--- config.mk ---
export PLATFORM = sky130hd
export DESIGN_NAME = key_event_capture_flat
export DESIGN_NICKNAME = d
export VERILOG_FILES = /design/src/rtl/key_event_capture_if.sv /design/src/rtl/key_event_capture.sv /design/src/flat_wrapper.sv
export SDC_FILE = /design/constraint.sdc
export NUM_CORES = 1
export LEC_CHECK = 0
export CAP_MARGIN = 25
export CORE_MARGIN = 1.5
export CORE_UTILIZATION = 42
export CTS_BUF_LIST = sky130_fd_sc_hd__clkbuf_8
export DETAILED_ROUTE_END_ITERATION = 8
export PLACE_DENSITY = 0.82
export REMOVE_ABC_BUFFERS = 1
export SLEW_MARGIN = 15
export SYNTH_ARGS = -nofsm -noshare
export SYNTH_HDL_FRONTEND = slang
export SYNTH_SLANG_ARGS = --single-unit
export TNS_END_PERCENT = 1
--- constraint.sdc ---
create_clock -name clk -period 3.2 [get_ports clk]
set_input_delay 0.96 -clock clk [delete_from_list [all_inputs] [get_ports clk]]
set_output_delay 0.96 -clock clk [all_outputs]
set_load 0.01 [all_outputs]
--- src/rtl/key_event_capture_if.sv ---
// Avalon-MM slave port bundle for key_event_capture: word address, strobes, write and read data.
interface key_event_capture_if;
  logic [1:0]  avs_address;
  logic        avs_read;
  logic        avs_write;
  logic [31:0] avs_writedata;
  logic [31:0] avs_readdata;

  modport master (
    output avs_address, avs_read, avs_write, avs_writedata,
    input  avs_readdata
  );

  modport slave (
    input  avs_address, avs_read, avs_write, avs_writedata,
    output avs_readdata
  );
endinterface

--- src/rtl/key_event_capture.sv ---
// Debounced key levels -> per-key press flags, mask, press counter and level irq on Avalon-MM.
// Latency: key press to capture flag / irq 1 clk; avs_readdata valid 1 clk after avs_read.
// Backpressure: none, the slave accepts every access; long-press events exist only with KEY_LONGPRESS_EN.
module key_event_capture #(
  parameter int WIDTH      = 4,
  parameter     POLARITY   = "LOW",
  parameter int HOLD_TICKS = 25000000,
  parameter int HOLD_WIDTH = 25
) (
  input  logic                clk,
  input  logic                reset_n,
  input  logic [WIDTH-1:0]    data_in,
  key_event_capture_if.slave  avs,
  output logic                irq
);

  localparam bit ACTIVE_LOW = (POLARITY == "LOW");

  logic [WIDTH-1:0] pressed;
  logic [WIDTH-1:0] prev;
  logic             prime;
  logic [WIDTH-1:0] press_edge;
  logic [WIDTH-1:0] cap;
  logic [WIDTH-1:0] cap_clr;
  logic [WIDTH-1:0] mask;
  logic [WIDTH-1:0] lcap;
  logic [7:0]       count;
  logic [7:0]       edge_cnt;
  logic [31:0]      rd_mux;
  logic [31:0]      readdata;
  logic             wr_mask;
  logic             wr_cap;
  logic             wr_count;
  logic             unused_wd;

  assign pressed    = ACTIVE_LOW ? ~data_in : data_in;
  // prime masks the first cycle after reset so a key held through reset is not a press
  assign press_edge = pressed & ~prev & {WIDTH{prime}};

  assign wr_mask  = avs.avs_write && (avs.avs_address == 2'd1);
  assign wr_cap   = avs.avs_write && (avs.avs_address == 2'd2);
  assign wr_count = avs.avs_write && (avs.avs_address == 2'd3);
  assign cap_clr  = wr_cap ? avs.avs_writedata[WIDTH-1:0] : '0;
  assign unused_wd = ^avs.avs_writedata;

  always_comb begin
    edge_cnt = '0;
    for (int i = 0; i < WIDTH; i++) begin
      edge_cnt = edge_cnt + 8'(press_edge[i]);
    end
  end

  always_ff @(posedge clk or negedge reset_n) begin
    if (!reset_n) begin
      prev  <= '0;
      prime <= 1'b0;
      cap   <= '0;
      mask  <= '0;
      count <= '0;
    end else begin
      prev  <= pressed;
      prime <= 1'b1;
      cap   <= (cap & ~cap_clr) | press_edge;
      if (wr_mask) begin
        mask <= avs.avs_writedata[WIDTH-1:0];
      end
      // a write clears first, this cycle's edges still count
      count <= (wr_count ? 8'd0 : count) + edge_cnt;
    end
  end

`ifdef KEY_LONGPRESS_EN
  logic [HOLD_WIDTH-1:0] hold_cnt [WIDTH];
  logic [WIDTH-1:0]      armed;
  logic [WIDTH-1:0]      hold_hit;
  logic [WIDTH-1:0]      lcap_q;
  logic [WIDTH-1:0]      lcap_clr;

  assign lcap_clr = wr_cap ? avs.avs_writedata[WIDTH+7:8] : '0;
  assign lcap     = lcap_q;

  // hit fires on the cycle the counter steps into HOLD_TICKS-1, then it saturates
  always_comb begin
    hold_hit = '0;
    for (int i = 0; i < WIDTH; i++) begin
      hold_hit[i] = armed[i] & pressed[i] & ~press_edge[i] &
                    (hold_cnt[i] == HOLD_WIDTH'(HOLD_TICKS - 2));
    end
  end

  always_ff @(posedge clk or negedge reset_n) begin
    if (!reset_n) begin
      for (int i = 0; i < WIDTH; i++) begin
        hold_cnt[i] <= '0;
      end
      armed  <= '0;
      lcap_q <= '0;
    end else begin
      for (int i = 0; i < WIDTH; i++) begin
        if (!pressed[i] || press_edge[i]) begin
          hold_cnt[i] <= '0;
        end else if (armed[i] && (hold_cnt[i] != HOLD_WIDTH'(HOLD_TICKS - 1))) begin
          hold_cnt[i] <= hold_cnt[i] + 1'b1;
        end
        if (press_edge[i]) begin
          armed[i] <= 1'b1;
        end else if (!pressed[i]) begin
          armed[i] <= 1'b0;
        end
      end
      lcap_q <= (lcap_q & ~lcap_clr) | hold_hit;
    end
  end
`else
  assign lcap = '0;
`endif

  always_comb begin
    rd_mux = '0;
    case (avs.avs_address)
      2'd0: rd_mux[WIDTH-1:0] = pressed;
      2'd1: rd_mux[WIDTH-1:0] = mask;
      2'd2: begin
        rd_mux[WIDTH-1:0]  = cap;
        rd_mux[WIDTH+7:8]  = lcap;
      end
      default: rd_mux[7:0] = count;
    endcase
  end

  always_ff @(posedge clk or negedge reset_n) begin
    if (!reset_n) begin
      readdata <= '0;
    end else if (avs.avs_read) begin
      readdata <= rd_mux;
    end
  end

  assign avs.avs_readdata = readdata;
  assign irq = |((cap | lcap) & mask);

endmodule

--- src/flat_wrapper.sv ---
// flat-port wrapper written by rule: the top's interface ports become plain ports
module key_event_capture_flat 
#(
  parameter int WIDTH      = 4,
  parameter     POLARITY   = "   ",
  parameter int HOLD_TICKS = 25000000,
  parameter int HOLD_WIDTH = 25
)
  (clk, reset_n, data_in, irq, avs_avs_address, avs_avs_read, avs_avs_write, avs_avs_writedata, avs_avs_readdata);
  key_event_capture_if avs_i ();
  input  logic clk;
  input  logic reset_n;
  input  logic [WIDTH-1:0] data_in;
  output logic irq;
  input wire logic [$bits(avs_i.avs_address)-1:0] avs_avs_address;
  input wire logic [$bits(avs_i.avs_read)-1:0] avs_avs_read;
  input wire logic [$bits(avs_i.avs_write)-1:0] avs_avs_write;
  input wire logic [$bits(avs_i.avs_writedata)-1:0] avs_avs_writedata;
  output wire logic [$bits(avs_i.avs_readdata)-1:0] avs_avs_readdata;
  assign avs_i.avs_address = avs_avs_address;
  assign avs_i.avs_read = avs_avs_read;
  assign avs_i.avs_write = avs_avs_write;
  assign avs_i.avs_writedata = avs_avs_writedata;
  assign avs_avs_readdata = avs_i.avs_readdata;
  key_event_capture #(.WIDTH(WIDTH), .POLARITY(POLARITY), .HOLD_TICKS(HOLD_TICKS), .HOLD_WIDTH(HOLD_WIDTH)) u_core (.clk(clk), .reset_n(reset_n), .data_in(data_in), .avs(avs_i), .irq(irq));
endmodule
==> results of run 1 <==
-- what timing repair did --
action                     4_1_cts  5_1_grt
setup endpoints to repair        3        2
resized for setup                5        5
hold buffers                     0        0
pin swaps                        3        7
buffers inserted                 1        2
-- layout make-up --
| cell class | instances | area [um2] | share of cell area (%) |
|---|---|---|---|
| sequential | 29 | 726 | 37.2 |
| clock inverter | 1 | 3.75 | 0.192 |
| tap | 48 | 60.1 | 3.08 |
| timing repair buffer | 36 | 327 | 16.7 |
| clock buffer | 6 | 82.6 | 4.23 |
| inverter | 12 | 45.0 | 2.31 |
| multi-input combinational | 104 | 708 | 36.3 |
-- worst max-delay path, cell delays in order --
cell	delay, ps
dlygate4sd2_1	250
and3b_1	180
ha_1	290
inv_2	40
fa_1	500
inv_1	40
ha_2	190
fa_2	380
buf_4	150
buf_4	120
xor2_1	130
-- Yosys cell counts (all sizes together) --
master	instances
mux2	4
mux2i	1
nand3	3
buf	27
a21oi	6
and3b	2
inv	12
dfrtp	29
o22ai	4
nand4	1
a22oi	2
and3	1
nor2	1
mux4	4
or3	2
conb	2
xnor2	1
a2111o	1
xor2	1
o21ai	12
and2	2
ha	5
nand2b	3
nand2	18
nand3b	3
fa	2
-- state kept, by name, summed over array words and instances, names as in the netlist --
| register | flops |
|---|---|
| u_core.cap | 4 |
| u_core.mask | 4 |
| u_core.prev | 4 |
| u_core.prime | 1 |
| u_core.count | 8 |
| u_core.avs.avs_readdata | 8 |
-- metrics by stage --
step	utilization, %	setup WS [ps]
floorplan	-	117
global placement	50.1	-463
detailed placement	50.1	-502
CTS	52.9	6.27
global route	53.7	52.6
finish	53.7	135
-- how the worst min path moves through the flow --
stage                                     from                          to  slack [ps]
global route        u_core.avs.avs_readdata[0]  u_core.avs.avs_readdata[0]         520
floorplan                       u_core.prev[0]               u_core.cap[0]         440
finish                          u_core.prev[0]               u_core.cap[0]         470
global placement                u_core.prev[0]               u_core.cap[0]         460
detailed placement              u_core.prev[0]               u_core.cap[0]         470
CTS                             u_core.prev[0]               u_core.cap[0]         470
-- where the power goes --
part / internal (uW) / total [uW] / switching [uW]
Clock: 167 / 292 / 126
Sequential: 426 / 466 / 40.5
Combinational: 149 / 277 / 128
Total: 742 / 1040 / 294
-- metal layers --
metal	wire (um)	vias up
met4	84	0
met2	1480	47
met3	180	8
li1	-	533
met1	1140	564
met5	0	-
-- kinds of logic (layout without fill, tap and decap cells) --
group,after synthesis,after routing,share of synthesized area [%]
AOI/OAI and AO/OA,25,25,8.99
xor gates and xnor gates,2,2,1.11
adders and majority gates,7,7,6.52
buffers and inverters,39,55,15.6
DFF,29,29,46.1
muxes,9,9,9.47
other,2,25,0.478
and+or+nand+nor,36,36,11.7
==> impl_metrics.env, run 1 <==
export IMPL_status="finished clean"
export IMPL_clock_sinks=29
export IMPL_grt_pass1_vias=1130
export IMPL_antenna_cells=0
export IMPL_synth_top_area_cell="dfrtp_1"
export IMPL_seq_area_frac_synth_pct=46.1
export IMPL_firstDrtPassIters=4
export IMPL_layout_common_cells="dfrtp_1 (29), conb_1 (25), clkdlybuf4s50_1 (20)"
export IMPL_power_uw=1040
export IMPL_grt_first_pass_wirelength_um=4850
export IMPL_first_iter_violations=56
export IMPL_reg2reg_to="u_core.count[2]"
export IMPL_dpl_instance_area_um2=1820
export IMPL_die_area_um2=4120
export IMPL_path_max_fanout=3
export IMPL_drive_above_1_share_pct=18.1
export IMPL_end_kind="register"
export IMPL_cts_tree="yes"
export IMPL_fin_crit_sh_pct=95.8
export IMPL_yosys_warnings=0
export IMPL_cts_root_buf="clkbuf_8"
export IMPL_grt_use_met3_pct=4.93
export IMPL_final_cell_area_um2=1950
export IMPL_finalMaxSlewViolations=0
export IMPL_clock_latency_ps=280
export IMPL_hold_class="reg -> reg"
export IMPL_synth_seq_cells=29
export IMPL_routed_wl_um=2880
export IMPL_drc=0
export IMPL_place_congestion=0.800
export IMPL_postRouteAntennaNets=0
export IMPL_rsz0062_at_grt="false"
export IMPL_start_util_pct=43.3
export IMPL_antenna_found_initial=0
export IMPL_core_area_um2=3630
export IMPL_routed_via_density=4.88
export IMPL_place_inst=226
export IMPL_path_class="in -> reg"
export IMPL_vias=1152
export IMPL_syn_area_um2=1570
export IMPL_min_path_cells=1
export IMPL_fmax_mhz=326
export IMPL_nNetsFinal=237
export IMPL_gr_usage_met2_pct=26.7
export IMPL_ir_drop_v=0.000264
export IMPL_power_density_nw_per_um2=531
export IMPL_syn_avg_cell_area_um2=10.6
export IMPL_die_y_um=64.2
export IMPL_layout_cells_most_common="dfrtp_1"
export IMPL_clock_path_buffers=2
export IMPL_crit_end="u_core.count[2]"
export IMPL_cts_made_buffers=5
export IMPL_port_buffers=22
export IMPL_fin_crit_ps=3070
export IMPL_hpwl_um=2150
export IMPL_io_pins=75
export IMPL_r2r_slack_ps=600
export IMPL_track_usage_pct=15.9
export IMPL_ctsHtreeMaxLevel=2
export IMPL_critPathLaunch="data_in[1]"
export IMPL_syn_inst=149
export IMPL_nFillCells=346
export IMPL_ff2ff_path_depth=10
export IMPL_grt_busiest_layer="met2"
export IMPL_cp_data_required_time_ps=3360
export IMPL_die_w_um=64.2
export IMPL_area_growth_pct=24.1
export IMPL_grt_max_degree=30
export IMPL_fin_skew_ps=4.51
export IMPL_synth_cell_types=30
export IMPL_setup_viol=0
export IMPL_maxCapViolCount=0
export IMPL_wl_per_cell_um=12.2
export IMPL_startpoint_type="input port"
export IMPL_cts_reportedPaths_clkPinSlew_ps=60
export IMPL_power_leakage_uw=0.000923
export IMPL_use_met1_pct=17.4
export IMPL_synth_area_leaders="dfrtp_1 (46%), buf_4 (11%), mux4_2 (5.7%), nand2_1 (4.3%), ha_1 (4.0%)"
export IMPL_timing_hold_ws_ps=474
export IMPL_yosysTopAreaCellShare_pct=46.1
export IMPL_finalSetupTns_ps=0
export IMPL_rows=22
export IMPL_final_cells=236
export IMPL_overflow=0
export IMPL_crit_arrival_ps=3230
export IMPL_hold_viol_final=0
export IMPL_r2r_start="u_core.prime"
(Power assumes the default switching activity.)
==> inputs of run 2 (changes only) <==
--- a/config.mk
+++ b/config.mk
@@ -16,4 +16,3 @@
 export SYNTH_ARGS = -nofsm -noshare
 export SYNTH_HDL_FRONTEND = slang
 export SYNTH_SLANG_ARGS = --single-unit
-export TNS_END_PERCENT = 1
==> results of run 2 <==
No change in the layout: final DEF, timing and power equal those of run 1.
==> inputs of run 3 (changes only) <==
--- a/config.mk
+++ b/config.mk
@@ -5,6 +5,7 @@
 export SDC_FILE = /design/constraint.sdc
 export NUM_CORES = 1
 export LEC_CHECK = 0
+export ABC_CLOCK_PERIOD_IN_PS = 3200
 export CAP_MARGIN = 25
 export CORE_MARGIN = 1.5
 export CORE_UTILIZATION = 42
==> results of run 3 <==
No change in the layout: final DEF, timing and power equal those of run 1.
